File: src/rtl/down_timer.sv
// down_timer: programmable down counter with one-shot/auto-reload modes and a registered terminal-count pulse
module down_timer #(
  parameter int WIDTH = 4
) (
  input  logic             clk,
  input  logic             rst,
  input  logic             load,
  input  logic [WIDTH-1:0] load_val,
  input  logic             en,
  input  logic             mode,
  output logic [WIDTH-1:0] count,
  output logic             tc,
  output logic             busy,
  output logic             done
);
  typedef enum logic [1:0] {IDLE, RUN, DONE} state_t;
  state_t           state, state_n;
  logic [WIDTH-1:0] reload, reload_n, count_n;
  logic             term, dec;
  always_comb begin
    term     = !load && state == RUN && en && count == WIDTH'(1);
    dec      = !load && state == RUN && en && count > WIDTH'(1);
    reload_n = load ? load_val : reload;
    count_n  = load ? load_val : term ? (mode ? reload : '0) : dec ? count - WIDTH'(1) : count;
    state_n  = load ? (load_val != '0 ? RUN : IDLE) : (term && !mode) ? DONE : state;
  end
  always_ff @(posedge clk) begin
    if (rst) begin
      state  <= IDLE;
      count  <= '0;
      reload <= '0;
      tc     <= 1'b0;
    end else begin
      state  <= state_n;
      count  <= count_n;
      reload <= reload_n;
      tc     <= term;
    end
  end
  assign busy = state == RUN;
  assign done = state == DONE;
endmodule

File: config.mk
export PLATFORM = sky130hd
export DESIGN_NAME = down_timer
export DESIGN_NICKNAME = d
export VERILOG_FILES = /design/src/rtl/down_timer.sv
export SDC_FILE = /design/constraint.sdc
export NUM_CORES = 1
export LEC_CHECK = 0
export CORE_AREA = 2 2 39 41
export DETAILED_ROUTE_END_ITERATION = 8
export DIE_AREA = 0 0 41 43
export GPL_TIMING_DRIVEN = 1
export PLACE_DENSITY = 0.72
export SETUP_SLACK_MARGIN = 0.4
export SLEW_MARGIN = 20
export SYNTH_ARGS = -nofsm -noshare
export SYNTH_HDL_FRONTEND = slang
export SYNTH_SLANG_ARGS = --single-unit
File: constraint.sdc
create_clock -name clk -period 2.6 [get_ports clk]
set_clock_uncertainty 0.05 [all_clocks]
set_input_delay 0.26 -clock clk [delete_from_list [all_inputs] [get_ports clk]]
set_output_delay 0.26 -clock clk [all_outputs]
set_load 0.01 [all_outputs]
== After elaboration in Yosys (flattened, before gate mapping) ==
Cells that the tools add are included.

* Eq/ne operators: 3
* Muxes and demuxes: 7
* Add/subtract/negate cells: 1
* Magnitude comparators: 1
* Reductions and logical operators: 10

{| class="wikitable"
|+ Operator list
! cell !! number
|-
| 2-to-1 mux 4 bit || 4
|-
| logical AND 1 bit || 5
|-
| == test 4 x 1 -> 1 bit (second input constant) || 1
|-
| > comparator 4 x 1 -> 1 bit (second input constant) || 1
|-
| 2-to-1 mux 2 bit || 2
|-
| nonzero test 4 bit || 1
|-
| subtractor 4 x 1 -> 4 bit (second input constant) || 1
|-
| nonzero test 3 bit || 1
|-
| == test 2 x 1 -> 1 bit (second input constant) || 1
|-
| == test 2 bit (second input constant) || 1
|-
| zero test 1 bit || 2
|-
| nonzero test 2 bit || 1
|-
| 2-to-1 mux 1 bit || 1
|}

* Output and inout port bits: 7
* Word-level logic and storage cells: 26
* Input port bits: 9
* Flip-flop bits (word level): 11

== Depth between registers and ports, before layout ==
Gate-level depths: netlist of the first run.

* Depth after elaboration: 7
* Mapped depth: 6
* Gate-level depth less buffers: 6

== Worst setup path before layout of the first run ==
No wires, ideal clock.

* Path kind: register to register
* From: register count[0]
* To: register count[1]
* Clock period less this slack: 1.618 ns
* Cell stages (with the launch flop): 7
* Data required time: 2.476 ns
* Arrival: 1.494 ns
* Slack: 0.982 ns
* Library setup time: 0.074 ns
* Path buffers: 0
* Cell sequence: dfxtp_1 inv_1 ha_1 inv_1 o41a_1 or3_1 a31oi_1

* Cells in the longest elaborated chain, start to end: 4
* Elaborated cells on any way between the ends: 9
* Those cells by class: add/sub (1); order compare (1); eq/ne (1); mux (3); reduce/logical (3)

{| class="wikitable"
|+ RTL lines
! item !! line !! text
|-
| start: declaration || 11 || <nowiki>output logic [WIDTH-1:0] count,</nowiki>
|-
| start signal: assignment || 35 || <nowiki>count <= count_n;</nowiki>
|-
| subtractor 4 x 1 -> 4 bit / == test 4 x 1 -> 1 bit (equally long branches) || 24, 21 ||
|-
| 2-to-1 mux 4 bit / logical AND 1 bit (equally long branches) || 24, 21 ||
|-
| 2-to-1 mux 4 bit (2 in a row) || 24 || <nowiki>count_n = load ? load_val : term ? (mode ? reload : '0) : dec ? count - WIDTH'(1) : count;</nowiki>
|}

Several ways; a longest one is shown, not always the timed one. The select of a mux whose other input is x is not followed.
A chain may end at the register's enable or synchronous reset.

== Worst setup path after layout of the first run ==
* From: input port load
* To: register count[0]

* Cells in the longest elaborated chain, start to end: 6
* Elaborated cells on any way between the ends: 8
* Those cells by class: mux (2); reduce/logical (6)

{| class="wikitable"
|+ RTL lines
! item !! line !! text
|-
| start: declaration || 7 || <nowiki>input logic load,</nowiki>
|-
| zero test 1 bit || 21, 22 ||
|-
| logical AND 1 bit (2 in a row) || 21, 22 ||
|-
| logical AND 1 bit || 21 || <nowiki>term = !load && state == RUN && en && count == WIDTH'(1);</nowiki>
|-
| 2-to-1 mux 4 bit (2 in a row) || 24 ||
|}

Several ways; a longest one is shown, not always the timed one.

==> results summary, run 1 <==
The final-layout fill cell count is between 100 and 150. A synthesized cell averages around 8.3 um2. The kind of capture point of the worst setup path is a register. The layout cell share with drive strength beyond 1 is about 4.8%. The worst setup path is of the primary input to register kind.

The post-detailed-placement half-perimeter wirelength came out at approximately 850 um. The total of buffers placed on input and output ports came out at 15. The post-detailed-route wirelength per cell came out at 11.5 um.

The count of TritonRoute iterations in the first routing pass came out at 4. The number of buffers added to fix hold violations after cts came out at 0. The worst path needs 1.78 ns of the cycle, external delays included. For this design the ratio of total power to cell area is 490 nW/um2. The setup TNS came out at 0 ns.

The worst ir drop on vdd is 0.210 mV. The final standard cell count with taps included and fillers excluded came out at 100. At the later pin of the worst-skew pair, clock insertion delay measures 0.26 ns.

Leaving out fill and tap cells, the most frequent cell in the layout is clkdlybuf4s50_1. The number of cells in the design after placement is 96. The vertical die dimension came out at approximately 43 um. TritonCTS built the clock tree. Hold is met by 0.427 ns. After synthesis the netlist holds a flip-flop and latch count of 11. The combinational share of power is 18.3%. The number of cell rows is 14. The depth of the most critical reg-to-reg path came out at 6. The TritonCTS buffer count came out at 3. dfxtp_1 takes more of the synthesized area than any other cell. The top cell types in the final layout, fill and taps aside, are 15 x clkdlybuf4s50_1, 11 x dfxtp_1, 7 x nor2_1. The prevailing post-synth register cell is dfxtp_1. The count of endpoints failing hold in the final timing report is 0. The number of nets in the layout is 96. Counting instances, the worst hold path has a depth of 2. The clock network fraction of total power came out at ~31%. The first routing iteration left 22 violations.

The congestion estimate from routability-driven global placement came to 0.748. The share of synthesized flip-flops with an asynchronous set or reset is 0%. The initial core utilization is 40.1%.

The fraction of power consumed by sequential logic is 50.6%. The core region is 1380 um2. In the routed design, unresolved DRC markers number 0. The max-cap check violation count is 0. In this run the horizontal extent of the chip is ~41 um. The buffer count from post-CTS setup fixing is 0. The category of the worst setup path launch point is a primary input. The pin count of the biggest net entering global routing came out at 16.

Static timing analysis puts the maximum clock frequency at roughly 560 MHz. The sequential share of the synthesized area is 39.6%. Once the clock tree was built, the resizer swapped 0 gates to a different size. The total track usage came out at 16.6%. The area of the die is around 1800 um2.

The slew at the pin closest to its max-slew limit came out at roughly 0.47 ns. The final routed wirelength across all metal layers came out at about 1200 um. The post-synthesis cell count came out at 67.

For this run the aggregate overflow at the end of global routing stands at 0. The internal portion of the total power is 273 uW. The switching power share of the total is approximately a quarter.

The number of antenna violations at the first check in global routing is 0. The worst hold path belongs to the class register to register. The maximum fanout count along the critical path is 15. The leakage power came out at 0.000292 uW.

The total count of max-transition violations in the final report came out at 0. The CTS sink count is 11. STA puts the critical path data required time at ~2.7 ns.

At the worst endpoint, the arrival time is 1.91 ns. Counting flops with a built-in enable in the synthesized netlist gives 0. The flow ran to the end, and the final reports show no timing, DRC or antenna violations.

The count of endpoints failing setup in the final report came out at 0. The synthesized cell area is ~560 um2. Setup repair after global routing left no endpoint under its margin.

The clock-pin transition on the worst setup and hold timing paths came out at 0.07 ns. The largest buffer count on any clock path is 2. The worst-case headroom to the max-slew limit came out at 68.5%.

The top-area cell type share of the netlist area came out at 39.6%. CTS placed an instance of clkbuf_4 at the clock tree root. The total number of H-tree levels came out at 1. The post-detailed-route via-to-cell ratio is 5.15. The number of global-route vias before repair came to 472. The antenna diode instance count is 0. In this run the power spent charging and discharging nets is around 92 uW.

In the post-synthesis netlist, the biggest area contributors are dfxtp_1 40%, nor2_1 4.7%, a21oi_1 4.5%, and3_1 4.5%, ha_1 4.5%. Compared with the post-synthesis result, the final layout area differs by 34.0%. The Yosys step of the flow raised 0 warnings. The portion of the clock cycle consumed by the worst path in the final layout is 68.4%. The first-pass GRT wire length is 2010 um. The total via count after detailed routing is 515. The number of unique standard cell types used by synthesis is 24. The number of placed I/O pins is 16. Counting every net in the synthesized netlist gives 78.

The post-route antenna net violation count came out at 0.
[per-stage QoR]
step | util [%] | worst slack (ns) | power (uW) | cell area (um2)
2_1_floorplan | - | 0.982 | 224 | 556
3_3_place_gp | 51.9 | 0.607 | 255 | 718
3_5_place_dp | 51.9 | 0.554 | 256 | 718
4_1_cts | 53.8 | 0.816 | 369 | 744
5_1_grt | 53.8 | 0.695 | 390 | 744
6_report | 53.8 | 0.822 | 365 | 744
[cells in the mapped netlist, types with 2 or more instances]
cell / instances
o21ai_0: 5
nand2b_1: 4
nand2_1: 5
and3_1: 4
inv_1: 3
dfxtp_1: 11
nor2b_1: 3
nor2_1: 7
or3_1: 2
a31oi_1: 3
ha_1: 2
clkbuf_1: 2
a21oi_1: 5
[metal layers]
layer	vias up	GRT usage (%)	wire [um]
li1	271	-	-
met1	222	23.4	540
met2	18	23.4	537
met3	4	1.57	44
met4	0	10.0	28
met5	-	0	0
[state kept, by name, summed over array words and instances (netlist names)]
signal / count
state: 2
tc: 1
count: 4
reload: 4
[worst max-delay path, stage by stage]
cell and delay [ns]:
clkdlybuf4s50_1 0.72, and4bb_1 0.26, o41a_1 0.17, or3_1 0.33, a31oi_1 0.17
[area by class of cell]
class / instances / area, um2 / share of cell area (%)
Clock buffer: 4 / 26.3 / 3.53
Multi-Input combinational cell: 51 / 317 / 42.5
Timing Repair Buffer: 15 / 150 / 20.2
Tap cell: 16 / 20.0 / 2.69
Inverter: 3 / 11.3 / 1.51
Sequential cell: 11 / 220 / 29.6
[final timing paths]
kind | start | to | slack, ns
setup / recovery | load | count[0] | 0.82
hold / removal | reload[0] | reload[0] | 0.43
setup reg to reg | count[0] | count[0] | 0.88
hold reg to reg | reload[0] | reload[0] | 0.43
[kinds of logic after synthesis]
group	Yosys count	synth area share (%)
buffers and inverters	5	3.38
AOI/OAI and AO/OA	17	18.5
adders and majority gates	2	4.50
xor gates and xnor gates	1	1.58
muxes	1	1.80
and+or+nand+nor	30	30.6
DFF	11	39.6
[power groups by stage]
| stage | registers, uW | clock network, uW | logic, uW |
|---|---|---|---|
| after floorplan | 189 | 0 | 34.2 |
| after global placement | 188 | 0 | 66.1 |
| after detailed placement | 189 | 0 | 67.0 |
| after CTS | 185 | 117 | 67.4 |
| after global routing | 187 | 128 | 75.6 |
| final | 185 | 113 | 66.9 |
Note: power is estimated with default switching activity, not from simulation.
==> run 2: changes to the inputs <==
==> constraint.sdc (replaced) <==
create_clock -name clk -period 1.7 [get_ports clk]
set_clock_uncertainty 0.05 [all_clocks]
set_input_delay 0.17 -clock clk [delete_from_list [all_inputs] [get_ports clk]]
set_output_delay 0.17 -clock clk [all_outputs]
set_load 0.01 [all_outputs]
==> run 2 against run 1 <==
  * Sequential power is 55% higher
  * Combinational power is 81% higher
  * Via count is 5.6% higher
  * Routed wire length is 9.2% higher
  * Largest cell class unchanged
==> results summary, run 2 (synthesis results as in run 1) <==
The flow ran to the end, and the final reports show no timing, DRC or antenna violations. In the routed design, unresolved DRC markers number 0. The TritonCTS buffer count came out at 3. The count of endpoints failing setup in the final report came out at 0. The family of cells with the greatest summed delay on the critical path is compound AO/OA/AOI/OAI gates. The vertical die dimension came out at 43 um. The count of TritonRoute iterations in the first routing pass came out at 4.

The first routing iteration left 9 violations. The number of buffers added to fix hold violations after cts came out at 0. The number of global-route vias before repair came out at 548. The CTS sink count came out at 11. At the worst endpoint, the arrival time is around 1.7 ns.

Dividing total power by cell area gives a power density of between 600 and 700 nW/um2. The final critical path time including I/O delays and setup came out at 1.56 ns. After detailed routing, the total wire length is 1260 um. The antenna diode instance count came out at 0. From synthesis to final layout, the design area changed by 52.7%. The post-detailed-route via-to-cell ratio came out at between 5 and 6. The area of combinational cells with multiple inputs is 354 um2. The total via count after detailed routing is 544. The first-pass GRT wire length is roughly 2200 um. The post-detailed-placement half-perimeter wirelength is 910 um. The slew at the pin closest to its max-slew limit came out at 0.327 ns. TritonCTS built the clock tree. Setup repair after global routing could not meet its margin everywhere. The longest clock path from root to sink contains 2 buffers. The number of placed I/O pins is 16. In this run the clock root is driven by a clkbuf_4.

The total of buffers placed on input and output ports came out at 15. The tool flagged a number of max-cap violations equal to 0. The critical path class is register to register. The clock-pin transition on the worst setup and hold timing paths is 0.07 ns. The slack of the critical path is 0.142 ns.

In the final layout, the registers with the most flip-flops are count: 4 flops, reload: 4 flops, state: 2 flops. On the critical path, the stage with the largest delay is an instance of o41a_1. The total grt overflow came out at 0. Global routing consumed, over all layers together, a little under a fifth of the routing resources.

The leakage power is 0.000361 uW. The kind of capture point of the worst setup path is a register. Measured against its own limit, the worst slew margin works out to between 70 and 80%. The top cell types in the final layout, fill and taps aside, are 9 x clkdlybuf4s50_1, 8 x buf_4, 7 x nor2_1, 6 x dfxtp_1, 6 x dlygate4sd2_1. The setup TNS is 0 ns. The largest single stage delay on the critical path is 0.40 ns.

Timing analysis after detailed placement gives a worst setup slack of 0.0527 ns. The final standard cell count with taps included and fillers excluded is 108. The required time of the critical path came out at 1.84 ns. The number of nets in the layout came out at 104. The later-pin clock latency in the skew report is 0.26 ns. The total number of H-tree levels is 1. The count of endpoints failing hold in the final timing report came out at 0. The maximum fanout count along the critical path came out at 4. The post-route antenna net violation count is 0.

The total count of max-transition violations in the final report was 0. The layout cell share with drive strength beyond 1 came out at 23.9%. STA classifies the critical path startpoint as a register. The global placer's final weighted congestion came out at 0.744. The tightest min-delay check is of the register to register type. After floorplanning, the core was sized to cover around 1400 um2. Walking the worst path, the cells encountered are inv_4 -> ha_4 -> o41a_1 -> or3_1 -> a31oi_1. The most common cell after layout, fill and taps aside is clkdlybuf4s50_1.

The pin count of the biggest net entering global routing is 15. The number of cells in the design after placement is 98. The number of cell rows is 14. The horizontal extent of the die came out at 41 um. The worst ir drop on vdd is 0.392 mV. The final-layout fill cell count is 133. The post-detailed-route wirelength per cell came out at ~12 um. The initial core utilization came out at approximately two fifths. The storage element area came out at 229 um2. The buffers plus inverters on the worst setup path is 1. Timing would allow up to between 600 and 700 MHz.

The portion of the clock cycle consumed by the worst path in the final layout came out at 91.7%. The number of antenna violations at the first check in global routing is 0. The die covers 1760 um2.
-- run 2: final cells by class --
cell class                 instances  share of cell area, %
tap                               16                   2.36
multi-input combinational         51                   41.7
inverter                           3                   1.92
sequential                        11                   27.0
clock buffer                       4                   3.10
timing repair buffer              23                   23.9
-- run 2: final timing paths --
kind / startpoint / endpoint / slack [ns] / cells past startpoint
setup / recovery: count[1] / count[0] / 0.14 / 5
hold / removal: reload[1] / reload[1] / 0.42 / 2
setup reg to reg: count[1] / count[0] / 0.14 / 5
hold reg to reg: reload[1] / reload[1] / 0.42 / 2
-- run 2: power by group --
part           total, uW  internal, uW  switching [uW]
logic                121          69.1            52.1
clock network        176          90.7            85.8
registers            286           272            14.9
total                584           431             153
-- run 2: worst reg2reg max path, stage by stage (launching register included) --
cell     delay (ns)
dfxtp_2        0.35
inv_4          0.05
ha_4           0.15
o41a_1         0.40
or3_1          0.32
a31oi_1        0.16
-- run 2: repair_timing --
item                                    4_1_cts  5_1_grt
setup buffers                                 6        0
gates resized for setup                      11        5
pin swaps                                     6        3
endpoints found under the setup margin       13       10
-- run 2: stage by stage --
stage / hold WS (ns) / area, um2 / util [%] / total power, uW
6_report: 0.420 / 848 / 61.3 / 584
5_1_grt: 0.452 / 848 / 61.3 / 618
4_1_cts: 0.424 / 837 / 60.5 / 589
3_5_place_dp: 0.412 / 759 / 54.9 / 401
3_3_place_gp: 0.403 / 759 / 54.9 / 399
2_1_floorplan: 0.279 / 582 / - / 348
-- run 2: metal layers --
metal	wire length [um]	share of wire (%)	track usage [%]
met5	0	0	0
met2	651	52	29.1
met1	551	44	21.9
met4	19	1.5	12.0
met3	34	2.7	3.14
==> run 3: changes to the inputs <==
--- a/config.mk
+++ b/config.mk
@@ -10,6 +10,7 @@
 export DIE_AREA = 0 0 41 43
 export GPL_TIMING_DRIVEN = 1
 export PLACE_DENSITY = 0.72
+export RECOVER_POWER = 100
 export SETUP_SLACK_MARGIN = 0.4
 export SLEW_MARGIN = 20
 export SYNTH_ARGS = -nofsm -noshare
==> run 3 against run 2 <==
  * Combinational power about the same
  * Via count down 0.92%
  * First-iteration DRC count unchanged
  * Count of clock-buffer cells in the layout unchanged
  * Flip-flop and latch count did not move
  * Total power shrank 0.75%
  * Sequential power about the same
  * Die area stayed put
  * Routed wire length fell by 0.48%
  * Critical path depth down 4
  * Fmax fell by 1.7%
  * Largest cell class unchanged
  * Utilization down 0.54 points
==> results summary, run 3 (synthesis results as in run 1) <==
The setup path with the least slack is of type register to output pin. The library cells used most frequently in the layout, excluding fill and tap cells, are 9 x dfxtp_1, 7 x nor2_1, 7 x clkdlybuf4s50_1, 6 x dlygate4sd2_1, 6 x buf_4. The longest clock path from root to sink contains 2 buffers.

The layer flagged by global routing as most heavily used is met2. The number of global-route vias before repair is 548. Compared with the post-synthesis result, the final layout area differs by 51.4%. The number of antenna violations at the first check in global routing is 0. The worst hold path passes through 2 cells. The worst ir drop on vdd is 0.385 mV. For this design the static power due to leakage is around 0.00036 uW. The final instance area is 841 um2. The initial core utilization is 40.1%.

In this design, the stage delay of the slowest critical-path cell is 0.64 ns. The run finished with clean final reports. In this run the number of cells on the critical path is 1. The final critical path time including I/O delays and setup is 1.59 ns.

The met3 usage in global routing is under 10%. The number of cell rows came out at 14. Once layout is complete, the cells apart from fillers number roughly 110.

The congestion estimate from routability-driven global placement came to 0.744. The count of endpoints failing setup in the final report came out at 0. The setup TNS is 0 ns. For this run, the share of the core covered by cells in the final layout is 60.8%. The total number of H-tree levels is 1. The type of the most critical hold path is register to register. The worst setup path is launched from a register. At the worst endpoint, the arrival time is roughly 1.4 ns.

The worst-case headroom to the max-slew limit came out at 78.3%. At the pin with the least slew margin, the transition time is 0.321 ns. The clock-pin transition on the worst setup and hold timing paths is roughly 0.070 ns. The portion of the clock cycle consumed by the worst path in the final layout came out at between 90% and 100%.

Cells with a size suffix above 1 make up 19.6% of the layout. The post-detailed-route wirelength per cell is 11.6 um. The origin of the critical flop-to-flop path is count[1]. TritonCTS built the clock tree. Max-cap violations in this run came to 0. The maximum fanout count along the critical path came out at 6. The number of antenna diodes in the final layout is 0. The total core area came out at 1380 um2. In the final design database the tool counted 104 nets. The count of TritonRoute iterations in the first routing pass is 5. The buffers plus inverters on the worst setup path came out at 1. The pin count of the biggest net entering global routing came out at 15. The floorplan step set the die width to 41 um. The area of the die came out at 1760 um2. The first-pass GRT wire length is 2190 um. The tree built by TritonCTS fans out to 11 sinks. The cell with the largest stage delay on the worst path is dlygate4sd3_1. The total count of max-transition violations in the final report came to 0. The count of endpoints failing hold in the final timing report came to 0. The placed standard-cell area came out at 759 um2. The kind of capture point of the worst setup path is an output pin. The signal on the critical path passes through dlygate4sd3_1. The fraction of met1 tracks used by global routing is 21.9%. The most critical setup path has its endpoint at count[3]. The depth of the most critical reg-to-reg path came out at 5. Dividing the detail-routed via count by the number of cells gives about 5.0. Setup repair after global routing could not meet its margin everywhere. Once placement completed, the tool counted placed cells totaling 98. The total of buffers placed on input and output ports is 15. In this run the critical register-to-register path is captured at count[0].

The flop-to-flop setup slack is 0.14 ns. The filler cells instantiated in the layout total ~140. The library cell used most frequently in the layout, excluding fill and tap cells, is dfxtp_1. The TritonCTS buffer count is 3. The later-pin clock latency in the skew report came out at 0.26 ns. The final routed wirelength across all metal layers came out at ~1300 um. The clock root buffer master is clkbuf_4. The number of buffers added to fix hold violations after cts is 0. The post-detailed-placement half-perimeter wirelength came out at 910 um. Broken down by cell family, the worst path's largest delay share belongs to buffers and inverters. The vertical die dimension came out at 43 um.

The number of placed I/O pins came out at 16. The total grt overflow came out at 0. Summing over every cut layer, the via total after detailed routing is approximately 540. For this run, the total global-route usage over all layers was measured as 18.6%. In this run the power density over the cells is around 700 nW/um2. Tracing the worst setup path back leads to its startpoint at count[3]. The post-detailed-route DRC marker count came out at 0. The largest registers in the layout are count: 4 flops, reload: 4 flops, state: 2 flops.

The number of DRC markers in iteration 0 came out at 9. The post-route antenna net violation count came out at 0. The met2 usage is 29.1%. Static timing analysis puts the maximum clock frequency at 631 MHz.

STA puts the critical path data required time at 1.48 ns.
==> run 3: cell types whose count changed in the layout (fill, tap and decap cells not counted), sizes merged <==
cell	change
clkbuf	+2
dlygate4sd3	+2
clkdlybuf4s50	-2
buf	-2
==> run 3: final cells by class <==
| class | count | area, um2 | area share (%) |
|---|---|---|---|
| Timing Repair Buffer | 23 | 199 | 23.7 |
| Sequential cell | 11 | 225 | 26.8 |
| Tap cell | 16 | 20.0 | 2.38 |
| Multi-Input combinational cell | 51 | 354 | 42.1 |
| Clock buffer | 4 | 26.3 | 3.13 |
| Inverter | 3 | 16.3 | 1.93 |
==> run 3: how the worst min path moves through the flow <==
| stage | from | endpoint | slack [ns] |
|---|---|---|---|
| after CTS | reload[1] | reload[1] | 0.42 |
| final | reload[1] | reload[1] | 0.42 |
| after floorplan | load_val[0] | reload[0] | 0.28 |
| after detailed placement | reload[1] | reload[1] | 0.41 |
| after global placement | reload[1] | reload[1] | 0.40 |
| after global routing | reload[1] | reload[1] | 0.46 |
==> run 3: power by group <==
part / switching [uW] / internal (uW)
Combinational: 51.9 / 66.9
Sequential: 14.9 / 271
Clock: 84.5 / 90.7
==> run 3: layer usage <==
layer  vias up  wire length [um]
li1        287                 -
met1       241               555
met2         9               648
met3         2                27
met4         0                19
met5         -                 0
==> run 3: what timing repair did <==
action | in CTS | in global routing
endpoints found under the setup margin | 13 | 10
setup buffers | 6 | 0
resized for setup | 11 | 5
endpoints found under the hold margin | 0 | 0
pin swaps | 6 | 3
==> run 3: per-stage QoR <==
| stage | hold slack, ns | power, uW | worst slack (ns) |
|---|---|---|---|
| after floorplan | 0.279 | 348 | 0.147 |
| after global placement | 0.403 | 399 | 0.0905 |
| after detailed placement | 0.412 | 401 | 0.0527 |
| after CTS | 0.424 | 589 | 0.134 |
| after global routing | 0.455 | 615 | 0.0598 |
| final | 0.423 | 580 | 0.114 |
